File: src/rtl/key_repeat_debouncer.sv
// Push-button conditioner: synchronises and debounces an active-low key, then
// emits single-cycle press, release and auto-repeat pulses.
module key_repeat_debouncer #(
    parameter int DEBOUNCE_CYCLES = 4,
    parameter int REPEAT_DELAY    = 2500000,
    parameter int REPEAT_PERIOD   = 500000
) (
    input  logic clk,
    input  logic rst,
    input  logic key_n,
    input  logic repeat_en,
    output logic pressed,
    output logic press_pulse,
    output logic release_pulse,
    output logic repeat_pulse
);

    localparam int DEB_W   = $clog2(DEBOUNCE_CYCLES + 1);
    localparam int REP_MAX = (REPEAT_DELAY > REPEAT_PERIOD) ? REPEAT_DELAY : REPEAT_PERIOD;
    localparam int REP_W   = (REP_MAX > 1) ? $clog2(REP_MAX) : 1;

    localparam logic [DEB_W-1:0] DEB_LAST    = DEB_W'(DEBOUNCE_CYCLES - 1);
    localparam logic [REP_W-1:0] DELAY_LAST  = REP_W'(REPEAT_DELAY - 1);
    localparam logic [REP_W-1:0] PERIOD_LAST = REP_W'(REPEAT_PERIOD - 1);

    typedef enum logic [1:0] {
        IDLE,
        HOLD_WAIT,
        REPEATING
    } state_t;

    state_t            state;
    logic              sync_a;
    logic              key_s;
    logic [DEB_W-1:0]  deb_cnt;
    logic [REP_W-1:0]  rep_cnt;
    logic              deb_mismatch;
    logic              deb_flip;

    // key_s is active-low, so equality with the active-high level means they disagree
    assign deb_mismatch = (key_s == pressed);
    assign deb_flip     = deb_mismatch && (deb_cnt == DEB_LAST);

    always_ff @(posedge clk) begin
        if (rst) begin
            sync_a <= 1'b1;
            key_s  <= 1'b1;
        end else begin
            sync_a <= key_n;
            key_s  <= sync_a;
        end
    end

    always_ff @(posedge clk) begin
        if (rst || !deb_mismatch || deb_flip) begin
            deb_cnt <= '0;
        end else begin
            deb_cnt <= deb_cnt + 1'b1;
        end
    end

    // The debounced level lives in 'pressed' so the FSM reacts on the same edge it flips
    always_ff @(posedge clk) begin
        if (rst) begin
            state         <= IDLE;
            rep_cnt       <= '0;
            pressed       <= 1'b0;
            press_pulse   <= 1'b0;
            release_pulse <= 1'b0;
            repeat_pulse  <= 1'b0;
        end else begin
            press_pulse   <= 1'b0;
            release_pulse <= 1'b0;
            repeat_pulse  <= 1'b0;
            if (deb_flip && pressed) begin
                pressed       <= 1'b0;
                release_pulse <= 1'b1;
                rep_cnt       <= '0;
                state         <= IDLE;
            end else begin
                case (state)
                    IDLE: begin
                        if (deb_flip) begin
                            pressed     <= 1'b1;
                            press_pulse <= 1'b1;
                            rep_cnt     <= '0;
                            state       <= HOLD_WAIT;
                        end
                    end
                    HOLD_WAIT: begin
                        if (!repeat_en) begin
                            rep_cnt <= '0;
                        end else if (rep_cnt == DELAY_LAST) begin
                            repeat_pulse <= 1'b1;
                            rep_cnt      <= '0;
                            state        <= REPEATING;
                        end else begin
                            rep_cnt <= rep_cnt + 1'b1;
                        end
                    end
                    REPEATING: begin
                        // Disabling mid-repeat forces the full initial delay again
                        if (!repeat_en) begin
                            rep_cnt <= '0;
                            state   <= HOLD_WAIT;
                        end else if (rep_cnt == PERIOD_LAST) begin
                            repeat_pulse <= 1'b1;
                            rep_cnt      <= '0;
                        end else begin
                            rep_cnt <= rep_cnt + 1'b1;
                        end
                    end
                    default: begin
                        state <= IDLE;
                    end
                endcase
            end
        end
    end

endmodule

File: config.mk
export PLATFORM = sky130hd
export DESIGN_NAME = key_repeat_debouncer
export DESIGN_NICKNAME = d
export VERILOG_FILES = /design/src/rtl/key_repeat_debouncer.sv
export SDC_FILE = /design/constraint.sdc
export NUM_CORES = 1
export LEC_CHECK = 0
export CORE_MARGIN = 2
export CORE_UTILIZATION = 30
export DETAILED_ROUTE_END_ITERATION = 10
export MAX_ROUTING_LAYER = met4
export SYNTH_ARGS = -nofsm -noshare
export SYNTH_HDL_FRONTEND = slang
export SYNTH_SLANG_ARGS = --single-unit
File: constraint.sdc
create_clock -name clk -period 2.5 [get_ports clk]
set_clock_uncertainty 0.2 [all_clocks]
set_input_delay 0.375 -clock clk [delete_from_list [all_inputs] [get_ports clk]]
set_output_delay 0.375 -clock clk [all_outputs]
set_load 0.02 [all_outputs]
# After elaboration in Yosys (flattened, before gate mapping)
# Index checks and enable logic that the tools add are counted.
[totals]
elab_cells = 52
register_bits = 33
out_inout_bits = 4
[classes]
n_eq_ne = 10
n_bitwise = 1
n_addsub = 2
n_mux = 18
n_reduce_logical = 12
[op_table]
columns = ["operator", "n"]
rows = [
  ["22-bit two-way mux", 5],
  ["22-bit one-hot mux with 3 select lines", 1],
  ["22-bit by 1-bit adder with 22-bit output, second input constant", 1],
  ["22-bit by 19-bit equality test with 1-bit output, second input constant", 1],
  ["22-bit equality test, second input constant", 1],
  ["2-bit two-way mux", 4],
  ["2-bit != test, second input constant", 4],
  ["1-bit two-way mux", 6],
  ["2-bit one-hot mux with 3 select lines", 1],
  ["2-bit AND reduction", 2],
  ["4-bit AND reduction", 1],
  ["3-bit by 1-bit adder with 3-bit output, second input constant", 1],
  ["3-bit by 2-bit equality test with 1-bit output, second input constant", 1],
  ["3-bit nonzero test", 1],
  ["3-bit OR reduction", 1],
  ["2-bit by 1-bit equality test with 1-bit output, second input constant", 1],
  ["2-bit equality test, second input constant", 1],
  ["1-bit logical AND", 2],
  ["2-bit logical NOT", 1],
  ["1-bit logical OR", 2],
  ["1-bit one-hot mux with 2 select lines", 1],
  ["2-bit OR reduction", 1],
  ["1-bit equality test", 1],
  ["1-bit logical NOT", 1],
  ["1-bit inverter", 1],
]

# Depth between registers and ports, before layout
[logic_depth]
depth_word = 4
ltp_mapped = 8
ltp_nobuf = 8

# Worst setup path after synthesis
# No wires, ideal clock.
[synth_timing]
path_kind = "register -> register"
startpoint = "register deb_cnt[0]"
endpoint = "register rep_cnt[18]"
stages_incl_launch_ff = 9
path_buffers = 0
required_ns = 2.230
arrival_ns = 1.851
slack_ns = 0.379
cell_sequence = "dfxtp_1 -> ha_1 -> ha_1 -> inv_1 -> o21a_4 -> and4bb_2 -> nand2_1 -> or3_1 -> a21oi_1"
[synth_between]
elab_chain_len = 4
word_cells_on_any_way = 6
classes_between = "2 x eq/ne; 4 x reduce/logical"
[synth_rtl]
columns = ["element", "line", "text"]
rows = [
  ["from (decl)", "35", "logic [DEB_W-1:0] deb_cnt;"],
  ["from (signal assigned)", "58", "deb_cnt <= deb_cnt + 1'b1;"],
  ["3-bit by 2-bit equality test with 1-bit output (*)", "42", "assign deb_flip = deb_mismatch && (deb_cnt == DEB_LAST);"],
  ["1-bit logical AND (*)", "42", ""],
  ["2-bit != test (no source line) or 1-bit logical AND (tied branches)", "-", ""],
  ["2-bit AND reduction (no source line) or 2-bit OR reduction (tied branches)", "-", ""],
  ["to (signal assigned)", "98", "rep_cnt <= rep_cnt + 1'b1;"],
  ["to (signal assigned)", "110", "rep_cnt <= rep_cnt + 1'b1;"],
  ["to (decl)", "36", "logic [REP_W-1:0] rep_cnt;"],
]
# Mark *: on every way between the ends. The rest lies on a longest branch, timed or not.
# A chain may end at the register's enable or synchronous reset.

# Worst setup path after layout
# Same ends and word-level chain as after synthesis.

==> out/metrics.csv <==
stage,metric,value,unit
synthesis,synthesis-stage register bit count,33,
synthesis,synth warn,0,
sta,transition time at the pin with the least slew margin,0.3529,ns
critical_path,worst endpoint data arrival time,2.29,ns
sta,final critical-path setup slack,0.2345,ns
min_path,classification of the worst-slack hold path,reg -> reg,
clocking,CTS tree,done,
sta,Setup-failing EPs final,0,
critical_path,type of element capturing the critical path,flip-flop,
synthesis,Post-Synthesis Net Count,194,
placement,Setup Slack @ Placement,0.2133,ns
clocking,number of buffers added to fix hold violations after cts,0,
placement,half-perimeter wire length after detailed placement,2342,um
cells_and_area,Area Growth Syn to Fin,16.73,%
cells_and_area,final net count,209,
clocking,number of clock sinks,33,
placement,final RePlAce weighted congestion,0.7919,
clocking,Clock Root Buffer,clkbuf_8,
clocking,cts repair resizes,0,
clocking,H-tree levels,2,
global_route,GRT Total Usage,12.31,%
global_route,overflow left after global routing,0,
cells_and_area,final instance area,0.001912,mm2
synthesis,area of the mapped netlist,0.001638,mm2
cells_and_area,register area,660.6,um2
clocking,Clock Latency Late Sink,0.28,ns
critical_path,critical-path maximum fanout,7,
synthesis,Mapped Cells,183,
synthesis,sequential element share of the synthesized area,40.34,%
floorplan,full die area,0.006066,mm2
routing,count of vias placed by the detailed router,1326,
cells_and_area,antenna diode instance count,0,
synthesis,Post-synth top flop,dfxtp_1,
floorplan,die span in y,77.89,um
global_route,wire length of the first global-routing pass,5733,um
cells_and_area,multi-input gate area in the final layout,928.4,um2
routing,number of vias per cell after detailed routing,4.929,
global_route,number of antenna violations at the first check in global routing,0,
sta,number of pins exceeding their max-slew limit in the final report,0,
sta,Post-Route Hold Slack,0.2123,ns
synthesis,number of enable flip-flop cells after synthesis,0,
floorplan,initial cell density of the core,31.66,%
routing,DRT iter0 DRCs,88,
synthesis,number of library cell types mapped by synthesis,38,
global_route,number of global-route vias before repair,1265,
floorplan,top-level I/O count,8,
sta,setup TNS,0,ns
cells_and_area,final standard cell utilization of the core,36.96,%
power,PD cells,552.1,mW/mm2
cells_and_area,filler cell count,509,
cells_and_area,"most common cell after layout, fill and taps aside",dfxtp_1,
cells_and_area,share of final-layout standard cells stronger than drive strength 1,11.06,%
run,reported max-cap violation count,0,
clocking,register clock-pin slew on the reported worst setup and hold paths,0.07,ns
routing,average routed wire per standard cell,12.17,um
floorplan,chip width,77.89,um
routing,DRT Wirelength,3273,um
critical_path,CP Class,reg -> reg,
power,switching power summed over all nets,0.0002401,W
power,sequential fraction of design power,51.0,%
sta,setup repair after global routing missed its margin,no,
sta,normalized max-slew margin,76.29,%
critical_path,Crit path required time,2.52,ns
global_route,pin count of the biggest net entering global routing,14,
clocking,largest buffer count on any clock path,2,
routing,count of TritonRoute iterations in the first routing pass,4,
routing,number of remaining DRC errors,0,
power,Peak supply drop,169.5,uV
routing,Post-DRT Antenna Nets,0,
synthesis,share of async-settable or async-resettable flops after synthesis,0,%
sta,hold violation count in the final report,0,
floorplan,core region area,0.005172,mm2
cells_and_area,"top library cells by usage in the layout, fill and taps aside","dfxtp_1 (33), nor2_1 (29), xor2_1 (14), nand3_1 (12), nand2_1 (10)",
placement,area after detailed placement,0.001810,mm2
power,switch share,22.75,%
placement,number of port buffers,7,
power,internal power component,0.0008154,W
floorplan,Placement Rows,26,
power,proportion of power drawn by the clock network,41.1,%
clocking,TritonCTS buffer count,5,
sta,Peak Freq,0.4414,GHz
status,status,"complete, no violations",
critical_path,Startpoint Class,flip-flop,
sta,minimum period implied by the final worst setup slack,2.266,ns
clocking,number of buffers added for setup after CTS,0,
power,Gate power share,7.9,%
sta,post-route clock period utilization,90.62,%
power,leakage component of the power,0.6807,nW
synthesis,mean instance size in the synthesized netlist,8.950,um2
area by class of cell:
type | instances | share of cell area, %
inverters | 9 | 1.767
clock buffers | 7 | 5.039
multi-input cells | 138 | 48.56
flip-flops and latches | 33 | 34.56
well taps | 70 | 4.581
repair buffers | 11 | 5.236
clock inverters | 1 | 0.2618
final timing paths:
check                                 from           to  slack (ns)  cells after the start
worst min register to register      sync_a        key_s        0.21                      1
worst max register to register  deb_cnt[0]  rep_cnt[18]        0.23                      8
worst max-delay path            deb_cnt[0]  rep_cnt[18]        0.23                      8
worst min-delay path                sync_a        key_s        0.21                      1
kinds of logic after synthesis:
logic type      after synthesis  share of synthesized area [%]
simple gates                 89                          31.09
compound gates               22                          9.473
xor+xnor                     19                          10.16
buf+inv                      12                          2.979
fa+ha+maj                     7                          5.347
flops                        33                          40.34
mux                           1                         0.6112
power by group through the flow:
stage               logic (W)  clock network [W]  registers [W]
floorplan           0.0000578                  0       0.000549
global placement    0.0000820                  0       0.000550
detailed placement  0.0000832                  0       0.000550
CTS                 0.0000843           0.000453       0.000538
global route        0.0000914           0.000478       0.000539
finish              0.0000835           0.000434       0.000538
sequential cells by signal, indices dropped and copies added, names as in the netlist:
signal,count
sync_a,1
state,2
pressed,1
rep_cnt,22
release_pulse,1
repeat_pulse,1
key_s,1
deb_cnt,3
press_pulse,1
Yosys cell counts (4+ instances only):
master / number / area [um2]
o21ai_0: 6 / 30.03
dfxtp_1: 33 / 660.6
inv_1: 9 / 33.78
and4_1: 4 / 35.03
and3_1: 4 / 25.02
nand3_1: 12 / 60.06
nor2_1: 29 / 108.9
a21oi_1: 5 / 25.02
ha_1: 7 / 87.58
xor2_1: 14 / 122.6
nand2_1: 10 / 37.54
xnor2_1: 5 / 43.79
nand4_1: 6 / 37.54
per-stage QoR:
step / std cells / total power (W)
after floorplan: 183 / 0.0006064
after global placement: 261 / 0.0006319
after detailed placement: 261 / 0.0006332
after CTS: 269 / 0.001076
after global routing: 269 / 0.001108
final: 269 / 0.001055
critical path, stage by stage (launching register included):
cell      delay [ns]
dfxtp_1         0.33
ha_1            0.14
ha_1            0.25
inv_1           0.08
o21a_4          0.25
and4bb_2        0.39
nand2_1         0.11
or3_1           0.31
a21oi_1         0.14
metal layers:
| layer | track usage (%) | wire length, um | vias up |
|---|---|---|---|
| met3 | 3.488 | 112 | 4 |
| met5 | - | 0 | - |
| li1 | - | - | 677 |
| met2 | 18.28 | 1467 | 23 |
| met4 | 6.786 | 49 | 0 |
| met1 | 14.98 | 1644 | 622 |
No activity file was read; power rests on OpenSTA's default activity.
